===== config.mk =====
export PLATFORM = sky130hd
export DESIGN_NAME = fob_key_rotator
export DESIGN_NICKNAME = d
export VERILOG_FILES = /design/src/rtl/fob_key_rotator.sv
export SDC_FILE = /design/constraint.sdc
export NUM_CORES = 1
export LEC_CHECK = 0
export CORE_ASPECT_RATIO = 0.7
export CORE_MARGIN = 2
export CORE_UTILIZATION = 55
export DETAILED_ROUTE_END_ITERATION = 8
export PLACE_DENSITY = 0.93
export RECOVER_POWER = 50
export SKIP_CTS_REPAIR_TIMING = 1
export SYNTH_ARGS = -nofsm -noshare
export SYNTH_HDL_FRONTEND = slang
export SYNTH_SLANG_ARGS = --single-unit

===== constraint.sdc =====
create_clock -name sys_clk -period 4.8 [get_ports sys_clk]
set_input_delay 0.72 -clock sys_clk [delete_from_list [all_inputs] [get_ports sys_clk]]
set_output_delay 0.72 -clock sys_clk [all_outputs]
set_load 0.02 [all_outputs]

===== src/rtl/fob_key_rotator.sv =====
// Rotating 24-bit one-time key for the fob: a Galois LFSR is scrambled for ROUNDS cycles
// on every rising edge of the 5 s clock, with an epoch count and a 2 ms lifetime countdown.
module fob_key_rotator #(
  parameter int unsigned KEYCHANGE_PERIOD = 5,
  parameter int unsigned ROUNDS           = 8
) (
  input  logic        sys_clk,
  input  logic        rst,
  input  logic        clk_500Hz,
  input  logic        clk_5s,
  input  logic        seed_load,
  input  logic [31:0] seed,
  output logic [23:0] key,
  output logic        key_valid,
  output logic        key_new,
  output logic        busy,
  output logic [15:0] epoch,
  output logic [11:0] time_left
);

  localparam logic [11:0] TL_RELOAD = 12'(KEYCHANGE_PERIOD * 500);
  localparam logic [7:0]  ROUNDS_L  = 8'(ROUNDS);
  localparam logic [31:0] LFSR_POLY = 32'h8020_0003;

  // x^32 + x^22 + x^2 + x + 1, Galois form, shifting right
  function automatic logic [31:0] lfsr_step(input logic [31:0] s);
    return {1'b0, s[31:1]} ^ (s[0] ? LFSR_POLY : 32'h0000_0000);
  endfunction

  typedef enum logic [1:0] {
    ST_UNSEEDED = 2'd0,
    ST_IDLE     = 2'd1,
    ST_SCRAMBLE = 2'd2
  } state_t;

  state_t      r_state;
  state_t      w_next;
  logic [31:0] r_lfsr;
  logic [7:0]  r_rcnt;
  logic [23:0] r_key;
  logic        r_key_valid;
  logic        r_key_new;
  logic        r_busy;
  logic [15:0] r_epoch;
  logic [11:0] r_time_left;
  logic        r_p5;
  logic        r_p500;

  logic        w_rise5;
  logic        w_rise500;
  logic        w_last_step;
  logic [31:0] w_lfsr_next;

  assign w_rise5     = clk_5s & ~r_p5;
  assign w_rise500   = clk_500Hz & ~r_p500;
  assign w_last_step = (r_state == ST_SCRAMBLE) && (r_rcnt == 8'd1);
  assign w_lfsr_next = lfsr_step(r_lfsr);

  // State register.
  always_ff @(posedge sys_clk or posedge rst) begin
    if (rst) begin
      r_state <= ST_UNSEEDED;
    end else begin
      r_state <= w_next;
    end
  end

  // Next-state logic; a seed load overrides everything, including a pending rise5.
  always_comb begin
    w_next = r_state;
    if (seed_load) begin
      w_next = ST_SCRAMBLE;
    end else begin
      case (r_state)
        ST_UNSEEDED: w_next = ST_UNSEEDED;
        ST_IDLE:     w_next = w_rise5 ? ST_SCRAMBLE : ST_IDLE;
        ST_SCRAMBLE: w_next = (r_rcnt == 8'd1) ? ST_IDLE : ST_SCRAMBLE;
        default:     w_next = ST_UNSEEDED;
      endcase
    end
  end

  // Edge detectors, LFSR/round counter, key, epoch and busy.
  always_ff @(posedge sys_clk or posedge rst) begin
    if (rst) begin
      r_p5        <= 1'b0;
      r_p500      <= 1'b0;
      r_lfsr      <= 32'h0000_0001;
      r_rcnt      <= 8'd0;
      r_key       <= 24'd0;
      r_key_valid <= 1'b0;
      r_key_new   <= 1'b0;
      r_busy      <= 1'b0;
      r_epoch     <= 16'd0;
    end else begin
      r_p5      <= clk_5s;
      r_p500    <= clk_500Hz;
      r_key_new <= 1'b0;
      r_busy    <= (w_next == ST_SCRAMBLE);
      if (seed_load) begin
        r_lfsr      <= (seed == 32'd0) ? 32'h0000_0001 : seed;
        r_rcnt      <= ROUNDS_L;
        r_key       <= 24'd0;
        r_key_valid <= 1'b0;
        r_epoch     <= 16'd0;
      end else if (r_state == ST_SCRAMBLE) begin
        r_lfsr <= w_lfsr_next;
        r_rcnt <= r_rcnt - 8'd1;
        if (r_rcnt == 8'd1) begin
          r_key       <= w_lfsr_next[31:8];
          r_key_valid <= 1'b1;
          r_key_new   <= 1'b1;
          r_epoch     <= r_epoch + 16'd1;
        end else begin
          r_key_valid <= r_key_valid;
        end
      end else if ((r_state == ST_IDLE) && w_rise5) begin
        r_rcnt <= ROUNDS_L;
      end else begin
        r_rcnt <= r_rcnt;
      end
    end
  end

  // Lifetime countdown: seed clear beats reload, reload beats a 2 ms tick.
  always_ff @(posedge sys_clk or posedge rst) begin
    if (rst) begin
      r_time_left <= 12'd0;
    end else if (seed_load) begin
      r_time_left <= 12'd0;
    end else if (w_last_step) begin
      r_time_left <= TL_RELOAD;
    end else if (w_rise500 && (r_time_left != 12'd0)) begin
      r_time_left <= r_time_left - 12'd1;
    end else begin
      r_time_left <= r_time_left;
    end
  end

  assign key       = r_key;
  assign key_valid = r_key_valid;
  assign key_new   = r_key_new;
  assign busy      = r_busy;
  assign epoch     = r_epoch;
  assign time_left = r_time_left;

endmodule


# --- Word level (Yosys, flattened, before mapping) ---
# Cells that the tools add are included.
word_totals:
  register_bits: 99
  wordCells: 59
classes:
  muxes: 26
  n_reduce_logical: 10
  eq_ne: 4
  n_bitwise: 5
  n_addsub: 3
op_table:
  columns: ["op", "count"]
  rows:
  - ["2-to-1 mux 32 bit", 4]
  - ["2-to-1 mux 24 bit", 3]
  - ["2-to-1 mux 16 bit", 3]
  - ["2-to-1 mux 12 bit", 3]
  - ["zero test 32 bit", 1]
  - ["XOR 31 x 32 -> 32 bit", 1]
  - ["2-to-1 mux 8 bit", 3]
  - ["adder 16 x 1 -> 16 bit (second input constant)", 1]
  - ["nonzero test 12 bit", 1]
  - ["subtractor 12 x 1 -> 12 bit (second input constant)", 1]
  - ["equality test 8 x 1 -> 1 bit (second input constant)", 1]
  - ["subtractor 8 x 1 -> 8 bit (second input constant)", 1]
  - ["2-to-1 mux 1 bit", 6]
  - ["2-to-1 mux 2 bit", 3]
  - ["nonzero test 3 bit", 2]
  - ["equality test 2 bit (second input constant)", 2]
  - ["case mux 2 bit (2 select lines)", 1]
  - ["nonzero test 2 bit", 2]
  - ["logical AND 1 bit", 3]
  - ["bitwise AND 1 bit", 2]
  - ["equality test 2 x 1 -> 1 bit (second input constant)", 1]
  - ["NOT 1 bit", 2]
  - ["AND reduction 2 bit", 1]

# --- Logic depth before layout (Yosys ltp) ---
# Gate-level depths: netlist of run 1.
depth:
  depth_word: 6
  mapped_depth: 9
  depth_no_buf: 6

# --- Least setup slack after synthesis of run 1 ---
# No wires, ideal clock.
synth_timing:
  path_type: "register -> register"
  start: "register r_time_left[0], in the netlist time_left[0]"
  end: "register r_time_left[7], in the netlist time_left[7]"
  arrival_time_ns: 2.292
  setup_ns: 0.120
  period_less_slack_ns: 2.412
  path_stages_with_launch: 7
  n_path_buf: 0
  path_slack_ns: 2.388
  cell_sequence: "dfrtp_1 > inv_1 > ha_1 > or4b_2 > or4_1 > a311o_1 > and3_1"
synth_via:
  elab_chain_cells: 4
  word_cells_on_any_way: 7
  classes_between: "add/sub (1); mux (3); reduce/logical (3)"
synth_rtl:
  columns: ["element", "line", "source"]
  rows:
  - ["start, declared", "45", "logic [11:0] r_time_left;"]
  - ["start signal, assigned", "134", "r_time_left <= r_time_left - 12'd1;"]
  - ["start signal, assigned", "136", "r_time_left <= r_time_left;"]
  - ["subtractor 12 x 1 -> 12 bit", "134", null]
  - ["2-to-1 mux 12 bit", "133", "end else if (w_rise500 && (r_time_left != 12'd0)) begin"]
  - ["2-to-1 mux 12 bit", "131", "end else if (w_last_step) begin"]
  - ["2-to-1 mux 12 bit", "129", "end else if (seed_load) begin"]
# Parallel ways exist; a longest one is shown, timed or not. The select of a mux whose other input is x is not followed.
# A chain may end at the register's enable or synchronous reset.

# --- Final worst setup path of run 1 ---
layout_timing:
  start: "input port seed_load"
  end: "register r_rcnt[5]"
layout_via:
  elab_chain_cells: 1
  word_cells_on_any_way: 2
  classes_between: "mux (1); reduce/logical (1)"
layout_rtl:
  columns: ["element", "line", "source"]
  rows:
  - ["start, declared", "11", "input logic seed_load,"]
  - ["nonzero test 3 bit (no line) or 2-to-1 mux 8 bit (tied branches)", null, null]
  - ["end signal, assigned", "108", "r_rcnt <= r_rcnt - 8'd1;"]
  - ["end signal, assigned", "120", "r_rcnt <= r_rcnt;"]
  - ["end, declared", "39", "logic [7:0] r_rcnt;"]
# Parallel ways exist; a longest one is shown, timed or not.

==> impl_metrics.json, run 1 <==
{
  "max_clock_freq_mhz": 294,
  "yosysWarnings": 0,
  "hp-start": "key[19]",
  "route.detailed.drc": 0,
  "ys.flop_type": "dfrtp_1",
  "hp-class": "reg -> reg",
  "fill_cells": 599,
  "postSynthCellCount": 448,
  "yosysSeqAreaShare_pct": 53.3,
  "hold_viol": 0,
  "vias": 3970,
  "reg2reg_slack_ns": 2.02,
  "drtIter0Drc": 278,
  "power_density_nw_per_um2": 502,
  "worst-path-max-fanout": 51,
  "synth.cell_area_sq_um": 4650,
  "antenna_found_initial": 0,
  "critPathSlowestCell": "clkbuf_1",
  "cts_tree": "built",
  "min_path_cells": 1,
  "skew_ns": 0.00734,
  "initial_utilization_pct": 55.8,
  "fp.dieH_um": 81.0,
  "cp-start-kind": "input port",
  "grtUsageTotal_pct": 26.5,
  "setup_viol": 0,
  "drt_wl_total_um": 11800,
  "viasPerCell": 6.22,
  "critical_path.max_stage_delay_ns": 1.44,
  "design_area_sq_um": 5920,
  "cp-end-kind": "register",
  "dr.pass1.iters": 5,
  "maxCapViolCount": 2,
  "maxSlewHeadroom_pct": -98.4,
  "worst_slack_ns": 1.40,
  "fin_util_pct": 71.0,
  "syn_nets": 492,
  "fin_setup_tns_ns": 0,
  "cp_top_family": "buffers and inverters",
  "cts_root_buf": "clkbuf_16",
  "h-tree-depth": 3,
  "clockBufferDepth": 2,
  "area_growth_pct": 27.3,
  "avgSynthCellArea_sq_um": 10.4,
  "diodes": 0,
  "gp_congestion": 0.910,
  "hpwl_um": 8100,
  "worstSetupStartpoint": "seed_load",
  "critical_path_depth": 5,
  "fin_crit_sh_pct": 70.9,
  "fin_crit_ns": 3.40,
  "final_common_cell": "dfrtp_1",
  "placed_cell_area_sq_um": 5640,
  "post-place-ws_ns": 1.93,
  "cts-buffers-inserted": 9,
  "violations": "capacitance limit, slew limit",
  "place.port_buffers": 91,
  "arrival_ns": 3.62,
  "crit_chain": "buf_2 -> clkbuf_1 -> nor3_1 -> o21ai_0 -> o41ai_1",
  "power_w": 0.00297,
  "die_w_um": 114,
  "final_cell_mix": "dfrtp_1 (98), clkdlybuf4s50_1 (81), o21ai_0 (57), nand2_1 (48), mux2i_1 (30)",
  "path_class": "in -> reg",
  "synth-seq-cells": 99,
  "tightest_slew_ns": 2.96,
  "drv_slew": 121,
  "die_area_sq_um": 9220,
  "grt_pass1_wl_um": 18900,
  "rr_startpoint": "r_rcnt[2]",
  "core_sq_um": 8340,
  "reg2reg_depth": 3,
  "clkTransAtPathRegs_ns": 0.06,
  "ios": 92,
  "final_nets": 574,
  "max-vdd-ir-drop_mv": 0.457,
  "clock_sinks": 99,
  "synth_edf_count": 0,
  "ant_nets": 0,
  "status": "complete, but fails checks",
  "power.leakage_nw": 2.66,
  "rsz0062_at_grt": "no",
  "critPathBufInv": 2,
  "grt_max_degree": 69,
  "routedWlPerCell_um": 18.4,
  "rows": 28,
  "drive_gt1_share_pct": 5.82,
  "grt_pass1_vias": 3911,
  "netlist-cell-type-count": 49,
  "critical_path.endpoint": "r_rcnt[5]",
  "cp.required_ns": 5.02,
  "async_flop_share_pct": 100,
  "clk_latency_ns": 0.35,
  "regToRegEndpoint": "epoch[0]",
  "globalRouteOverflowTotal": 0
}
-- Yosys cell counts (6+ instances only) --
master	instances	area (sq um)
dfrtp_1	98	2450
o21ai_0	57	285
nand2_1	48	180
mux2i_1	30	300
a22o_1	24	210
clkbuf_1	20	75.1
a21oi_1	18	90.1
nor2_1	17	63.8
inv_1	12	45.0
nor4_1	11	68.8
nand4_1	10	62.6
or4_1	8	60.1
ha_1	7	87.6
or3_1	7	43.8
xnor2_1	6	52.6
xor2_1	6	52.6
-- metrics by stage --
stage                     instances  hold WS, ns
after floorplan                 448        0.482
after global placement          623        0.493
after detailed placement        623        0.496
after CTS                       637        0.509
after global routing            638        0.521
final                           638        0.499
-- report_power, final --
| group | leakage, nW | switching, W | internal (W) | total [W] |
|---|---|---|---|---|
| clock | 0.144 | 0.000306 | 0.000413 | 0.000719 |
| sequential | 1.30 | 0.000173 | 0.000988 | 0.00116 |
| combinational | 1.22 | 0.000641 | 0.000447 | 0.00109 |
| total | 2.66 | 0.00112 | 0.00185 | 0.00297 |
-- routing by layer --
| layer | vias up | share of wire [%] | wire length (um) | global-route usage (%) |
|---|---|---|---|---|
| met1 | 1940 | 43 | 5050 | 34.8 |
| met5 | - | 0 | 0 | 0 |
| met2 | 190 | 48 | 5670 | 43.5 |
| met4 | 0 | 2.6 | 301 | 10.6 |
| li1 | 1806 | - | - | - |
| met3 | 34 | 6.4 | 755 | 5.82 |
-- registers in the layout, summed over array words and instances (netlist names), 2 cells and up --
name       count
epoch         16
key           24
r_lfsr        32
r_rcnt         8
r_state        2
time_left     12
-- layout make-up --
cell class | instances | area (sq um) | share of cell area [%]
flip-flops and latches | 99 | 2480 | 41.9
multi-input cells | 312 | 2040 | 34.4
repair buffers | 96 | 937 | 15.8
clock buffers | 10 | 239 | 4.04
well taps | 105 | 131 | 2.22
clock inverters | 4 | 52.6 | 0.887
inverters | 12 | 46.3 | 0.782
-- worst min path at each step --
stage | to | slack, ns
6_report | key[19] | 0.50
5_1_grt | key[19] | 0.52
4_1_cts | key[19] | 0.51
3_5_place_dp | key[19] | 0.50
3_3_place_gp | key[22] | 0.49
2_1_floorplan | key[12] | 0.48
-- cell families after synthesis --
group	count (synthesis)	share of synthesized area, %
and+or+nand+nor	144	17.1
AOI/OAI and AO/OA	118	15.7
DFF	99	53.3
buffers and inverters	37	3.09
muxes	31	6.70
xor gates and xnor gates	12	2.26
adders and majority gates	7	1.88
(Power assumes the default switching activity.)
==> run 2, diff against run 1 <==
--- a/config.mk
+++ b/config.mk
@@ -7,9 +7,9 @@
 export LEC_CHECK = 0
 export CORE_ASPECT_RATIO = 0.7
 export CORE_MARGIN = 2
-export CORE_UTILIZATION = 55
+export CORE_UTILIZATION = 52
 export DETAILED_ROUTE_END_ITERATION = 8
-export PLACE_DENSITY = 0.93
+export PLACE_DENSITY = 0.89
 export RECOVER_POWER = 50
 export SKIP_CTS_REPAIR_TIMING = 1
 export SYNTH_ARGS = -nofsm -noshare
==> constraint.sdc (replaced) <==
create_clock -name sys_clk -period 3.6 [get_ports sys_clk]
set_input_delay 0.54 -clock sys_clk [delete_from_list [all_inputs] [get_ports sys_clk]]
set_output_delay 0.54 -clock sys_clk [all_outputs]
set_load 0.02 [all_outputs]
==> run 2 against run 1 <==
The run still ends with capacitance limit, slew limit left. Die area is 5.5% higher. Highest routed layer unchanged. Sequential share of layout area fell by 0.25 points. Worst setup slack got worse by 0.34 ns. Via count down 0.30%. Critical path depth up 1. Count of clock-buffer cells in the layout increased by 2. Clock skew is 0.00062 ns higher. Clock power grew 27%. Register-to-register slack got worse by 0.96 ns.
==> impl_metrics.json, run 2 (synthesis results as in run 1) <==
{
  "max_clock_freq_mhz": 393,
  "grt_pass1_vias": 3946,
  "hold_viol": 0,
  "cp_top_family": "simple AND/OR/NAND/NOR gates",
  "vias": 3958,
  "diodes": 0,
  "cts_root_buf": "clkbuf_16",
  "regMostFlops": "r_lfsr",
  "ios": 92,
  "min_to": "key_valid",
  "clock_sinks": 99,
  "critPathBufInv": 2,
  "routedWlPerCell_um": 18.0,
  "power_density_nw_per_um2": 657,
  "tightest_slew_ns": 2.07,
  "globalRouteOverflowTotal": 0,
  "path_class": "reg -> reg",
  "maxCapViolCount": 1,
  "die_w_um": 117,
  "hp-start": "key_valid",
  "p_seq_share_pct": 39.7,
  "cp-start-kind": "register",
  "critical_path.max_stage_delay_ns": 0.80,
  "antenna_found_initial": 0,
  "ant_nets": 0,
  "h-tree-depth": 3,
  "final_nets": 575,
  "power.leakage_nw": 2.65,
  "grtUsageTotal_pct": 25.6,
  "final_cell_mix": "dfrtp_1 (98), clkdlybuf4s50_1 (87), o21ai_0 (57), nand2_1 (48), mux2i_1 (30)",
  "skew_ns": 0.00796,
  "drive_gt1_share_pct": 6.17,
  "rr_startpoint": "r_state[0]",
  "clkTransAtPathRegs_ns": 0.07,
  "core_sq_um": 8580,
  "rows": 28,
  "clockBufferDepth": 2,
  "rsz0062_at_grt": "no",
  "power_w": 0.00391,
  "die_area_sq_um": 9730,
  "cp.required_ns": 3.85,
  "route.detailed.drc": 0,
  "fin_setup_tns_ns": 0,
  "crit_chain": "inv_1 -> ha_1 -> clkbuf_2 -> nor3_1 -> o21ai_0 -> o21ai_0",
  "critPathSlowestCell": "nor3_1",
  "maxSlewHeadroom_pct": -37.9,
  "clk_latency_ns": 0.34,
  "power.switching_w": 0.00148,
  "viasPerCell": 6.04,
  "place.port_buffers": 91,
  "fin_crit_ns": 2.54,
  "max-vdd-ir-drop_mv": 0.352,
  "intPower_w": 0.00243,
  "violations": "capacitance limit, slew limit",
  "hp-class": "reg -> reg",
  "drv_slew": 52,
  "drt_wl_total_um": 11800,
  "min_path_cells": 1,
  "p_comb_share_pct": 36.9,
  "dr.pass1.iters": 7,
  "crit_top_cell": "o21ai_0",
  "setup_viol": 0,
  "reg2reg_depth": 6,
  "worst-path-max-fanout": 40,
  "fin_crit_sh_pct": 70.6,
  "area_growth_pct": 28.0,
  "drtIter0Drc": 296,
  "arrival_ns": 2.80,
  "cp-end-kind": "register",
  "hpwl_um": 7910,
  "cts_tree": "built",
  "fp.dieH_um": 83.1,
  "status": "complete, but fails checks",
  "grt_pass1_wl_um": 19500,
  "gp_congestion": 0.877,
  "pwr-share-clk_pct": 23.4,
  "cts-buffers-inserted": 9,
  "post-place-ws_ns": 0.994,
  "initial_utilization_pct": 54.2,
  "switching_share_pct": 37.8,
  "reg2reg_slack_ns": 1.06,
  "regToRegEndpoint": "r_rcnt[2]",
  "final_common_cell": "dfrtp_1",
  "fin_util_pct": 69.4,
  "worst_slack_ns": 1.06,
  "grt_max_degree": 65,
  "largest_reg_flops": 32
}
run 2: cell types whose count changed in the layout (fill, tap and decap cells not counted):
cell             delta
clkinv_4            -1
inv_1               +1
buf_12              +1
dlygate4sd3_1       -6
bufinv_16           -1
clkinv_2            -1
clkdlybuf4s50_1     +6
clkinvlp_4          +2
clkinvlp_2          -1
nor4_2              +1
buf_4               +1
clkbuf_8            +1
nor4_1              -1
run 2: layout make-up:
class,instances,area [sq um]
tap,120,150
inverter,12,45.0
clock buffer,12,256
clock inverter,3,23.8
sequential,99,2480
fill,615,2630
timing repair buffer,97,961
multi-input combinational,312,2040
run 2: worst max-delay path by stage:
stage | startpoint | end | slack [ns] | depth (start not counted)
2_1_floorplan | rst | busy | 0.47 | 1
3_3_place_gp | clk_500Hz | time_left[9] | 1.13 | 5
3_5_place_dp | clk_500Hz | time_left[8] | 0.99 | 5
4_1_cts | time_left[0] | time_left[6] | 1.10 | 6
5_1_grt | rst | epoch[8] | 0.64 | 2
6_report | r_state[0] | r_rcnt[2] | 1.06 | 6
run 2: routing by layer:
layer / wire length [um] / track usage [%] / vias to the layer above / share of wire [%]
met4: 184 / 7.06 / 0 / 1.6
met2: 5600 / 38.5 / 170 / 48
met1: 5240 / 36.4 / 1955 / 44
li1: - / - / 1812 / -
met5: 0 / 0 / - / 0
met3: 757 / 7.37 / 21 / 6.4
run 2: metrics by stage:
step / instance area, sq um / cells / hold WS (ns)
after floorplan: 4650 / 448 / 0.482
after global placement: 5690 / 640 / 0.463
after detailed placement: 5690 / 640 / 0.478
after CTS: 5970 / 655 / 0.504
after global routing: 5960 / 655 / 0.519
final: 5960 / 655 / 0.503
run 2: power groups by stage:
| stage | registers [W] | logic, W | clock network (W) |
|---|---|---|---|
| floorplan | 0.00159 | 0.000877 | 0 |
| global route | 0.00159 | 0.00157 | 0.000963 |
| CTS | 0.00154 | 0.00142 | 0.000923 |
| detailed placement | 0.00156 | 0.00139 | 0 |
| finish | 0.00156 | 0.00144 | 0.000914 |
| global placement | 0.00154 | 0.00133 | 0 |
